### config.mk
export PLATFORM = sky130hd
export DESIGN_NAME = seg_scan_driver
export DESIGN_NICKNAME = d
export VERILOG_FILES = /design/src/rtl/seg_scan_driver.sv
export SDC_FILE = /design/constraint.sdc
export NUM_CORES = 1
export LEC_CHECK = 0
export CAP_MARGIN = 10
export CORE_MARGIN = 2
export CORE_UTILIZATION = 30
export DETAILED_ROUTE_END_ITERATION = 8
export GPL_TIMING_DRIVEN = 0
export HOLD_SLACK_MARGIN = 0.08
export PLACE_DENSITY = 0.5
export SLEW_MARGIN = 30
export SYNTH_ARGS = -nofsm -noshare
export SYNTH_HDL_FRONTEND = slang
export SYNTH_SLANG_ARGS = --single-unit
### constraint.sdc
create_clock -name clk -period 3.3 [get_ports clk]
set_input_delay 0.66 -clock clk [delete_from_list [all_inputs] [get_ports clk]]
set_output_delay 0.66 -clock clk [all_outputs]
set_load 0.05 [all_outputs]
### src/rtl/seg_scan_driver.sv
// rtl/seg_scan_driver.sv - multiplexed 8-digit 7-segment scan driver with double-buffered display data
//
// Ports:
//   clk          single clock, all state on rising edge
//   rst          asynchronous active-high reset
//   digits_in    eight 4-bit codes, digit i at [4i+3:4i], digit 0 leftmost
//   dots_in      decimal point per digit, bit i lights DP of digit i
//   load         one-cycle strobe capturing digits_in/dots_in into the shadow buffer
//   bright       brightness, 0 dimmest .. 15 full
//   cs           active-low one-hot digit select
//   seg          active-low segments {dp,g,f,e,d,c,b,a}
//   frame_start  one-cycle pulse when the outputs show digit 0, slot cycle 0
//   pending      shadow holds data not yet moved to the active buffer

module seg_scan_driver #(
    parameter int F_CLK  = 50000000,
    parameter int F_SCAN = 8000,
    parameter int BLANK  = 64
) (
    input  logic        clk,
    input  logic        rst,
    input  logic [31:0] digits_in,
    input  logic [7:0]  dots_in,
    input  logic        load,
    input  logic [3:0]  bright,
    output logic [7:0]  cs,
    output logic [7:0]  seg,
    output logic        frame_start,
    output logic        pending
);

    localparam int DIV  = F_CLK / F_SCAN;
    localparam int SC_W = (DIV > 1) ? $clog2(DIV) : 1;

    localparam logic [SC_W-1:0] SC_LAST = SC_W'(DIV - 1);
    localparam logic [31:0]     BLANK_U = 32'(BLANK);
    localparam logic [31:0]     ON_SPAN = 32'(DIV - BLANK);

    logic [SC_W-1:0] sc;
    logic [2:0]      p;
    // Holds off the scan for one edge after reset so the first edge only
    // arms the counters and frame_start first appears after the second edge.
    logic            run;

    logic [31:0]     shadow_dig;
    logic [7:0]      shadow_dot;
    logic [31:0]     active_dig;
    logic [7:0]      active_dot;

    logic [31:0]     sc_ext;
    logic [31:0]     on_len;
    logic            lit;
    logic            xfer;
    logic [3:0]      cur_code;
    logic            cur_dot;

    function automatic logic [6:0] decode7(input logic [3:0] code);
        logic [6:0] s;
        case (code)
            4'h0:    s = 7'h3F;
            4'h1:    s = 7'h06;
            4'h2:    s = 7'h5B;
            4'h3:    s = 7'h4F;
            4'h4:    s = 7'h66;
            4'h5:    s = 7'h6D;
            4'h6:    s = 7'h7D;
            4'h7:    s = 7'h07;
            4'h8:    s = 7'h7F;
            4'h9:    s = 7'h6F;
            4'hA:    s = 7'h40;
            default: s = 7'h00;
        endcase
        return s;
    endfunction

    assign sc_ext   = {{(32 - SC_W){1'b0}}, sc};
    // Lit window length scales the non-blanked part of the slot by (bright+1)/16.
    assign on_len   = (ON_SPAN * ({28'd0, bright} + 32'd1)) >> 4;
    assign lit      = (sc_ext >= BLANK_U) && (sc_ext < (BLANK_U + on_len));
    // Active buffer only changes at the last cycle of digit 7 so a frame
    // never shows a mix of old and new data.
    assign xfer     = run && (sc == SC_LAST) && (p == 3'd7) && pending;
    assign cur_code = active_dig[{p, 2'b00} +: 4];
    assign cur_dot  = active_dot[p];

    always_ff @(posedge clk or posedge rst) begin
        if (rst) begin
            sc          <= '0;
            p           <= '0;
            run         <= 1'b0;
            shadow_dig  <= 32'hFFFF_FFFF;
            shadow_dot  <= 8'h00;
            active_dig  <= 32'hFFFF_FFFF;
            active_dot  <= 8'h00;
            pending     <= 1'b0;
            cs          <= 8'hFF;
            seg         <= 8'hFF;
            frame_start <= 1'b0;
        end else begin
            if (load) begin
                shadow_dig <= digits_in;
                shadow_dot <= dots_in;
            end

            // A load on the transfer edge keeps pending set: the new data
            // is still waiting in the shadow.
            if (load) begin
                pending <= 1'b1;
            end else if (xfer) begin
                pending <= 1'b0;
            end

            if (xfer) begin
                active_dig <= shadow_dig;
                active_dot <= shadow_dot;
            end

            if (!run) begin
                run         <= 1'b1;
                cs          <= 8'hFF;
                seg         <= 8'hFF;
                frame_start <= 1'b0;
            end else begin
                if (sc == SC_LAST) begin
                    sc <= '0;
                    p  <= p + 3'd1;
                end else begin
                    sc <= sc + 1'b1;
                end

                if (lit) begin
                    cs  <= ~(8'd1 << p);
                    seg <= ~{cur_dot, decode7(cur_code)};
                end else begin
                    cs  <= 8'hFF;
                    seg <= 8'hFF;
                end
                frame_start <= (p == 3'd0) && (sc == '0);
            end
        end
    end

endmodule

==> run summary, run 1 <==
Counting every instance in the synthesized netlist gives 476. The signal on the critical path passes through buf_12, ha_4, xor2_4, ha_4, fa_1, ha_2, a211o_1, nand3_2, or2_1, a2111oi_4, nand3_1, xnor2_1, ha_1, nand4_1, nor2_1, a221oi_2, or3_1, mux2_4, buf_8, nand4_1. The cell with the largest stage delay on the worst path was sky130_fd_sc_hd__fa_1. The power per cell area was 494 nW/um^2. The Yosys warning count came out at 0. The tools report the first-pass iteration count of the detailed router as 5.

Setup repair after global routing could not meet its margin everywhere. TritonCTS built the clock tree. IR analysis of the VDD net gives a maximum drop of 0.247 mV. The mean number of vias per cell was 4.69. In the synthesized netlist the dominant register cell turns out to be sky130_fd_sc_hd__dfstp_2. Max-cap violations in this run came to 0.

Counting both buffers and inverters, the worst setup path holds a total of 2. For the placement row count, the log shows 52. Counting every sink on the clock net gives 115. The die covers 21600 sq um. Data on the critical path is required at its endpoint by 3.63 ns. Entering global routing, the biggest net connects 33 pins. The first global-routing pass estimated 22100 microns of wire.

Global routing consumed, over all layers together, 13.1% of the routing resources. Setup violations remaining at the end of the flow were counted as 16. The number of failing hold endpoints at the final stage is 0. The completed layout was analyzed and its total power is 0.00399 W. The maximum fanout along the worst path is 5, and the x dimension of the die is 147 microns. Summing the areas of all fa, ha and maj instances in the mapped netlist gives 9.82% of the synthesized area. Dividing the detail-routed wire length by the instance count gives 15.5 microns. The worst-margin pin slew was 0.708 ns; the number of top-level pins was 65.

The clock latency on the worst-skew pair was 0.41 ns; the maximum buffer depth of the clock tree was 2. The compound-cell area share of the yosys netlist is 5.36%. For this run, the top clock speed supported by timing is 0.218 GHz.

The post-synthesis cell type with the largest combined area was sky130_fd_sc_hd__dfstp_2. Summed over all layers, the routed wires come to 13300 microns. Average instance area after synthesis: 12.9 sq um. The final reports fail on negative setup slack. The initial standard-cell utilization of the core came out at 30.4%.

The critical path in this run is classified as input pin to flip-flop. The CTS root buffer was sky130_fd_sc_hd__clkbuf_16. The sequential share of the synthesized area is 48.5%, and the number of nets in the finished design is 670. Cells fill 40.0% of the core in the end. For the number of antenna violations at the first check in global routing, the log shows 0. Buffers inserted during clock tree synthesis total 17.

The detailed router placed 4021 vias in this run. STA classifies the critical path endpoint as a flip-flop. Largest family of logic cells by synthesized area: multiplexers. The path class of the tightest hold or removal check is flip-flop to flip-flop.

At the end of routability-driven placement, the weighted congestion stood at 0.818. Remaining routing DRC violations: 0. After synthesis, the cell types taking the most area are sky130_fd_sc_hd__dfstp_2 34%, sky130_fd_sc_hd__dfrtp_1 14%, sky130_fd_sc_hd__ha_1 9.2%, sky130_fd_sc_hd__mux2_1 7.3%, sky130_fd_sc_hd__mux2_2 7.3%. The number of global-route vias before repair is 4252. Cells with a size suffix above 1 make up 38.2% of the layout. After detailed placement, the total cell area comes to 7290 sq um. The logs give 8060 sq um for the final design area excluding fillers and 6140 sq um for the cell area after technology mapping. The final critical path takes up 139% of the cycle.

The data arrival at the endpoint of the critical path is 4.93 ns, and the post-synthesis xor/xnor area fraction is 3.71%. For this block, the initial DRC count from the detailed router was 137. Counting the fill cells in the layout gives 1959. The analysis attributes to cell leakage a power of 3.39 nW. The number of enable-type register cells in the synthesized netlist was 0; the total grt overflow was 0.

Compared with the post-synthesis result, the final layout area differs by 31.3%. The clock slew seen by the registers of the worst setup and hold paths is 0.05 ns. In this run the tool buffered the top-level ports with 63 buffer cells. For the worst path setup slack after routing, the log shows -1.29 ns. The area fraction of the dominant cell type after synthesis is 34.2%, and the worst max-slew margin expressed relative to the limit is 52.8%. The core footprint was 20200 sq um; the number of register bits inferred by synthesis was 115. Synthesis instantiated 61 different standard cells from the library. Among cell families on the critical path, the largest total delay comes from adder cells.

In this run the vertical extent of the chip is 147 microns. The run gives 9950 microns as the post-DP HPWL. The number of H-tree branching levels is 4, and the simple-gate share of the synthesized area is 10.3%. On the worst path, the slowest cell contributes a delay of 0.45 ns.

The run finished, with violations left. After synthesis, the share of flip-flops with an asynchronous set or reset is 100%. The run gives 0 as the count of inserted antenna diode cells.

The mux share of post-synthesis cell area is 19.5%. Subtracting the final worst setup slack from the clock period gives 4.59 ns. The logs give 570 for the post-synth net total and 0 for the final-report max-slew violation count. The detail route stage leaves a number of antenna-violating nets equal to 0.

For the final database, setup skew stands at 0.00657 ns. The type of origin of the critical path was an input pin.
[layer usage]
layer,GRT usage [%],vias to the layer above,part of all wire (%)
met5,0,-,0
met4,5.82,0,2.5
met3,2.83,23,3.3
met2,21.3,79,49
met1,17.0,1995,46
li1,-,1924,-
[worst register-to-register path: cells and delay by family (launching register included)]
family | cells | cell delay (ns)
AND/OR/NAND/NOR | 4 | 0.53
multiplexers | 1 | 0.46
buffers and inverters | 2 | 0.65
flip-flops | 1 | 0.41
AO/OA/AOI/OAI | 2 | 0.25
adder cells (fa/ha/maj) | 1 | 0.18
[kinds of logic after synthesis]
| logic type | Yosys count |
|---|---|
| flops | 115 |
| simple gates | 109 |
| mux | 95 |
| fa+ha+maj | 47 |
| compound gates | 45 |
| buf+inv | 38 |
| xor+xnor | 26 |
| other cells | 1 |
[sequential cells by signal, summed over array words and instances, names as in the netlist]
register / count
run: 1
active_dot: 8
active_dig: 32
seg: 8
shadow_dig: 32
pending: 1
shadow_dot: 8
p: 3
frame_start: 1
cs: 8
sc: 13
[cell usage after synthesis (2+ instances only)]
cell type / count
sky130_fd_sc_hd__ha_1: 45
sky130_fd_sc_hd__nand4b_1: 3
sky130_fd_sc_hd__clkbuf_1: 8
sky130_fd_sc_hd__or3_1: 2
sky130_fd_sc_hd__a31oi_1: 3
sky130_fd_sc_hd__nor3_1: 4
sky130_fd_sc_hd__o21bai_1: 2
sky130_fd_sc_hd__nand2b_1: 6
sky130_fd_sc_hd__and2_1: 4
sky130_fd_sc_hd__buf_6: 2
sky130_fd_sc_hd__mux2i_1: 2
sky130_fd_sc_hd__nand2_1: 26
sky130_fd_sc_hd__nor2_1: 11
sky130_fd_sc_hd__buf_2: 5
sky130_fd_sc_hd__mux2_2: 40
sky130_fd_sc_hd__a22o_1: 2
sky130_fd_sc_hd__dfrtp_1: 35
sky130_fd_sc_hd__fa_1: 2
sky130_fd_sc_hd__and3_1: 4
sky130_fd_sc_hd__a21oi_1: 5
sky130_fd_sc_hd__xnor2_1: 17
sky130_fd_sc_hd__a21o_1: 4
sky130_fd_sc_hd__nand3_1: 12
sky130_fd_sc_hd__mux4_2: 10
sky130_fd_sc_hd__a211oi_1: 2
sky130_fd_sc_hd__mux2_1: 40
sky130_fd_sc_hd__nand4_1: 21
sky130_fd_sc_hd__nand4_2: 4
sky130_fd_sc_hd__nor2b_1: 4
sky130_fd_sc_hd__xor2_1: 9
sky130_fd_sc_hd__buf_1: 3
sky130_fd_sc_hd__dfstp_2: 80
sky130_fd_sc_hd__o22ai_1: 2
sky130_fd_sc_hd__o21ai_0: 12
sky130_fd_sc_hd__o21ai_1: 2
sky130_fd_sc_hd__buf_4: 2
sky130_fd_sc_hd__inv_1: 17
[repair_timing]
action | 4_1_cts | 5_1_grt
resized for setup | 30 | 9
setup buffers | 12 | 1
hold buffers | 0 | 0
cloned | 1 | 0
endpoints found under the setup margin | 16 | 16
pin swaps | 10 | 2
[metrics by stage]
step	worst slack, ns	hold WS [ns]	TNS, ns	cells
finish	-1.29	0.484	-20.13	857
global route	-1.45	0.511	-22.70	857
CTS	-1.28	0.490	-19.98	856
detailed placement	-2.64	0.478	-40.36	813
global placement	-2.57	0.475	-39.49	809
floorplan	-1.23	0.454	-18.86	476
[placed cells by master (no fill, tap or decap), types with 3 or more instances in the layout]
master                            count
sky130_fd_sc_hd__dfstp_2             80
sky130_fd_sc_hd__clkdlybuf4s50_1     59
sky130_fd_sc_hd__mux2_1              40
sky130_fd_sc_hd__mux2_2              40
sky130_fd_sc_hd__ha_1                38
sky130_fd_sc_hd__dfrtp_1             35
sky130_fd_sc_hd__nand2_1             26
sky130_fd_sc_hd__nand4_1             21
sky130_fd_sc_hd__clkbuf_16           17
sky130_fd_sc_hd__xnor2_1             16
sky130_fd_sc_hd__inv_1               14
sky130_fd_sc_hd__buf_4               14
sky130_fd_sc_hd__nor2_1              11
sky130_fd_sc_hd__o21ai_0             11
sky130_fd_sc_hd__nand3_1             10
sky130_fd_sc_hd__mux4_2              10
sky130_fd_sc_hd__clkbuf_1            10
sky130_fd_sc_hd__xor2_1               7
sky130_fd_sc_hd__clkbuf_8             7
sky130_fd_sc_hd__nand2b_1             6
sky130_fd_sc_hd__buf_2                5
sky130_fd_sc_hd__ha_4                 5
sky130_fd_sc_hd__buf_12               5
sky130_fd_sc_hd__and2_1               4
sky130_fd_sc_hd__nor2b_1              4
sky130_fd_sc_hd__a21oi_1              4
sky130_fd_sc_hd__a21o_1               4
sky130_fd_sc_hd__nand4_2              4
sky130_fd_sc_hd__and3_1               3
sky130_fd_sc_hd__nor3_1               3
sky130_fd_sc_hd__nand4b_1             3
sky130_fd_sc_hd__o21ai_1              3
sky130_fd_sc_hd__a31oi_1              3
sky130_fd_sc_hd__buf_1                3
sky130_fd_sc_hd__clkinv_2             3
[power by group]
group	leakage [nW]	internal [W]	switching [W]
combinational	1.82	0.000315	0.000323
sequential	1.29	0.00153	0.0000690
clock	0.288	0.00116	0.000591
[worst paths after layout]
| kind | startpoint | to | slack [ns] | cells past startpoint |
|---|---|---|---|---|
| worst max-delay path | bright[0] | cs[4]$_DFF_PP1_ | -1.29 | 20 |
| worst min-delay path | active_dot[5]$_DFFE_PP0P_ | active_dot[5]$_DFFE_PP0P_ | 0.48 | 1 |
| worst max register to register | p[1]$_DFFE_PP0P_ | seg[3]$_DFF_PP1_ | 0.73 | 10 |
| worst min register to register | active_dot[5]$_DFFE_PP0P_ | active_dot[5]$_DFFE_PP0P_ | 0.48 | 1 |
| max in group asynchronous | rst | seg[4]$_DFF_PP1_ | 1.84 | 5 |
| min in group asynchronous | rst | frame_start$_DFF_PP0_ | 0.54 | 2 |
[final cells by class]
type,instances,area (sq um),share of cell area (%)
clock buffer,26,529,6.56
sequential,115,2980,36.9
buffer,20,108,1.33
tap,270,338,4.19
inverter,18,71.3,0.884
multi-input combinational,323,3140,39.0
clock inverter,4,45.0,0.559
timing repair buffer,81,853,10.6
(Power assumes the default switching activity.)
==> run 2: changes to the inputs <==
--- a/config.mk
+++ b/config.mk
@@ -6,7 +6,6 @@
 export NUM_CORES = 1
 export LEC_CHECK = 0
 export CAP_MARGIN = 10
-export CORE_MARGIN = 2
 export CORE_UTILIZATION = 30
 export DETAILED_ROUTE_END_ITERATION = 8
 export GPL_TIMING_DRIVEN = 0
==> constraint.sdc (replaced) <==
create_clock -name clk -period 3.81 [get_ports clk]
set_input_delay 0.9525 -clock clk [delete_from_list [all_inputs] [get_ports clk]]
set_output_delay 0.9525 -clock clk [all_outputs]
set_load 0.05 [all_outputs]
==> run 2 against run 1 <==
Net effect:
- the flow still finishes with violations (negative setup slack)
- via count decreased by 0.52%
- non-clock buffer count rose by 2
- clock power is 6% lower
- clock-buffer cell count is 3 lower
- routed wire length shrank 1.9%
- cell count shrank 0.12%
- critical path depth rose by 2
- critical path type unchanged
- critical endpoint is now cs[6]$_DFF_PP1_
- largest cell class unchanged
- largest power group unchanged
==> run summary, run 2 (same netlist as run 1, synthesis figures left out) <==
Derived from the worst setup path, the maximum achievable clock frequency is 0.202 GHz. The tools report the maximum buffer depth of the clock tree as 2 (unchanged). The total power was 0.00357 W (was 0.00399 W); the first-pass iteration count of the detailed router was 4 (was 5). The peak supply drop was 0.350 mV (was 0.247 mV). Critical register-to-register path endpoint: seg[5]$_DFF_PP1_ (was seg[3]$_DFF_PP1_). The type of element capturing the critical path was a flip-flop (unchanged). The die area was 21000 sq um (was 21600 sq um); the final standard cell count with taps included and fillers excluded was 856 (was 857). Final period utilization: 130%. Setup repair after global routing could not meet its margin everywhere.

The final hold slack was 0.487 ns (was 0.484 ns); the initial standard-cell utilization of the core was 31.0% (was 30.4%). Cell with the largest stage delay on the worst path: sky130_fd_sc_hd__fa_2 (was sky130_fd_sc_hd__fa_1). The startpoint of the most critical register-to-register path is p[1]$_DFFE_PP0P_ (unchanged).

The run gives 0 (unchanged) as the final-report max-slew violation count. The final worst clock skew was 0.0127 ns (was 0.00657 ns). TritonCTS built the clock tree.

The via count was 4000 (was 4021). CP cell instances: buf_8, ha_4, xor2_4, ha_4, inv_2, fa_2, inv_2, ha_4, or3_4, nor3_4, nor2_2, a2111oi_4, nand3_1, xnor2_1, ha_1, nand4_1, nor2_1, a221oi_2, or3_1, mux2_4, buf_8, nand4_1 (was buf_12, ha_4, xor2_4, ha_4, fa_1, ha_2, a211o_1, nand3_2, or2_1, a2111oi_4, nand3_1, xnor2_1, ha_1, nand4_1, nor2_1, a221oi_2, or3_1, mux2_4, buf_8, nand4_1). Family of cells with the greatest summed delay on the critical path: adder cells (unchanged).

The tools report the startpoint of the worst setup timing path as bright[1] (was bright[0]). The total length of routed wires is 13000 microns (was 13300 microns). The global placement routability congestion was 0.793 (was 0.818); the count of input and output buffers was 63 (unchanged).

The number of H-tree branching levels is 4 (unchanged). The run gives 190 (was 137) as the number of DRC violations after detailed-routing iteration 0. The y dimension of the die is 145 microns (was 147 microns), and the number of antenna violations at the first check in global routing is 0 (unchanged). The run finished, with violations left.

Violated checks: negative setup slack (unchanged). The worst hold path class is flip-flop to flip-flop (unchanged). The worst setup path endpoint was cs[6]$_DFF_PP1_ (was cs[4]$_DFF_PP1_). The worst-margin pin slew came out at 0.729 ns (was 0.708 ns). The tools report the slack of the worst reg-to-reg path as 1.31 ns (was 0.73 ns).

The run gives 808 (was 813) as the number of instances in the placed design. The CTS root buffer was sky130_fd_sc_hd__clkbuf_16 (unchanged). The category of the most critical setup path is input pin to flip-flop (unchanged). The met2 wirelength from detailed routing was 6370 microns (was 6450 microns); the synthesis-to-finish area growth was 32.8% (was 31.3%). The total routing resource utilization after global routing was 13.5% (was 13.1%); the peak per-stage delay on the critical path was 0.55 ns (was 0.45 ns). The worst path setup slack after routing is -1.15 ns (was -1.29 ns), and the total grt overflow is 0 (unchanged). The run gives 3.41 nW (was 3.39 nW) as the static leakage power. The run gives 4337 (was 4252) as the number of global-route vias before repair. Most used cells in the layout excluding fill and tap cells: 80 x sky130_fd_sc_hd__dfstp_2, 59 x sky130_fd_sc_hd__clkdlybuf4s50_1, 40 x sky130_fd_sc_hd__mux2_1, 40 x sky130_fd_sc_hd__mux2_2, 40 x sky130_fd_sc_hd__ha_1 (was 80 x sky130_fd_sc_hd__dfstp_2, 59 x sky130_fd_sc_hd__clkdlybuf4s50_1, 40 x sky130_fd_sc_hd__mux2_1, 40 x sky130_fd_sc_hd__mux2_2, 38 x sky130_fd_sc_hd__ha_1). The first-pass GRT wire length was 22200 microns (was 22100 microns); the final cell utilization of the core was 41.2% (was 40.0%). The total buffers and inverters traversed by the critical path was 4 (was 2). For the critical path required time, the log shows 4.14 ns (was 3.63 ns).

The largest net degree at the start of global routing came out at 31 (was 33). The data arrival at the endpoint of the critical path is 5.29 ns (was 4.93 ns). The run gives 6040 microns (was 6080 microns) as the total routed wire length on the met1 layer.

The mean number of vias per cell came out at 4.67 (was 4.69). The logic depth of the worst setup path including buffers was 22 (was 20); the number of failing hold endpoints at the final stage was 0 (unchanged). Largest regs: active_dig (32), shadow_dig (32), sc (13) (unchanged). The mean routed wirelength per cell works out to 15.2 microns (was 15.5 microns). Clock slew seen by the registers of the worst setup and hold paths: 0.05 ns (about the same).

In this design, the critical path's most frequently occurring cell is sky130_fd_sc_hd__ha_4. X dimension of the die: 145 microns (was 147 microns). The type of origin of the critical path is an input pin (unchanged).

The run gives 9750 microns (was 9950 microns) as the post-DP HPWL. The highest metal layer with signal wires was met4 (unchanged). The most common cell after layout, fill and taps aside is sky130_fd_sc_hd__dfstp_2 (unchanged). The clock latency on the worst-skew pair came out at 0.41 ns (about the same). The number of buffers created by CTS is 17 (unchanged), and the placement row count is 51 (was 52). The max-cap violation count was 0 (unchanged). The logs give 115 (unchanged) for the sink count of the clock tree and 0 (unchanged) for the number of nets with antenna violations after routing. The depth of the worst register-to-register path works out to 9 (was 10). For the number of failing setup endpoints in the final timing report, the log shows 16 (unchanged). The run gives 19800 sq um (was 20200 sq um) as the core footprint. The met3 wire length was 441 microns (was 432 microns); the share of cells above drive strength 1 was 38.7% (was 38.2%). The power per cell area works out to 438 nW/um^2 (was 494 nW/um^2). The count of inserted antenna diode cells is 0 (unchanged). For the finished layout, the period the worst path requires is 4.96 ns.

The maximum fanout along the worst path is 5 (unchanged), and the number of nets in the finished design is 672 (was 670). The logs give 51.4% (was 52.8%) for the worst max-slew margin expressed relative to the limit and 0 (unchanged) for the remaining routing DRC violations. The number of top-level pins is 65 (unchanged).
## run 2: cell types whose count changed in the layout (fill, tap and decap cells not counted), sizes merged
cell | before | now
buf | 32 | 34
bufinv | 1 | 2
clkbuf | 35 | 32
clkinv | 4 | 2
clkinvlp | 1 | 2
inv | 16 | 21
## run 2: metrics by stage
step	area (sq um)	setup slack, ns	setup TNS [ns]
finish	8160	-1.15	-17.90
global route	8160	-1.31	-20.55
CTS	8100	-1.05	-16.50
detailed placement	7290	-2.39	-37.08
global placement	7200	-2.32	-35.81
floorplan	6240	-1.01	-15.38
## run 2: how the worst min path moves through the flow
stage	start	to	slack, ns	depth (start not counted)
3_3_place_gp	active_dot[3]$_DFFE_PP0P_	active_dot[3]$_DFFE_PP0P_	0.47	1
3_5_place_dp	shadow_dot[4]$_DFFE_PP0P_	active_dot[4]$_DFFE_PP0P_	0.48	1
2_1_floorplan	shadow_dot[0]$_DFFE_PP0P_	active_dot[0]$_DFFE_PP0P_	0.45	1
4_1_cts	shadow_dot[4]$_DFFE_PP0P_	active_dot[4]$_DFFE_PP0P_	0.49	1
5_1_grt	shadow_dot[4]$_DFFE_PP0P_	active_dot[4]$_DFFE_PP0P_	0.51	1
6_report	shadow_dot[6]$_DFFE_PP0P_	active_dot[6]$_DFFE_PP0P_	0.49	1
## run 2: routing by layer
layer | track usage (%) | vias to the layer above
li1 | - | 1930
met1 | 17.2 | 1994
met4 | 5.11 | 0
met3 | 3.36 | 13
met5 | 0 | -
met2 | 21.9 | 63
## run 2: final cells by class
class | instances | area, sq um
Buffer | 20 | 108
Clock buffer | 23 | 509
Clock inverter | 9 | 114
Fill cell | 1917 | 11600
Inverter | 18 | 71.3
Multi-Input combinational cell | 323 | 3170
Sequential cell | 115 | 2980
Tap cell | 265 | 332
Timing Repair Buffer | 83 | 880
## run 2: report_power, final
group	switching, W	internal (W)	total, W
clock network	0.000567	0.00108	0.00165
registers	0.0000615	0.00132	0.00138
logic	0.000274	0.000270	0.000544
## run 2: repair_timing
action / CTS / global route
hold buffers: 0 / 0
gates cloned: 1 / 0
setup buffers: 12 / 3
hold endpoints to repair: 0 / 0
pin swaps: 8 / 9
setup endpoints to repair: 16 / 16
resized for setup: 33 / 9
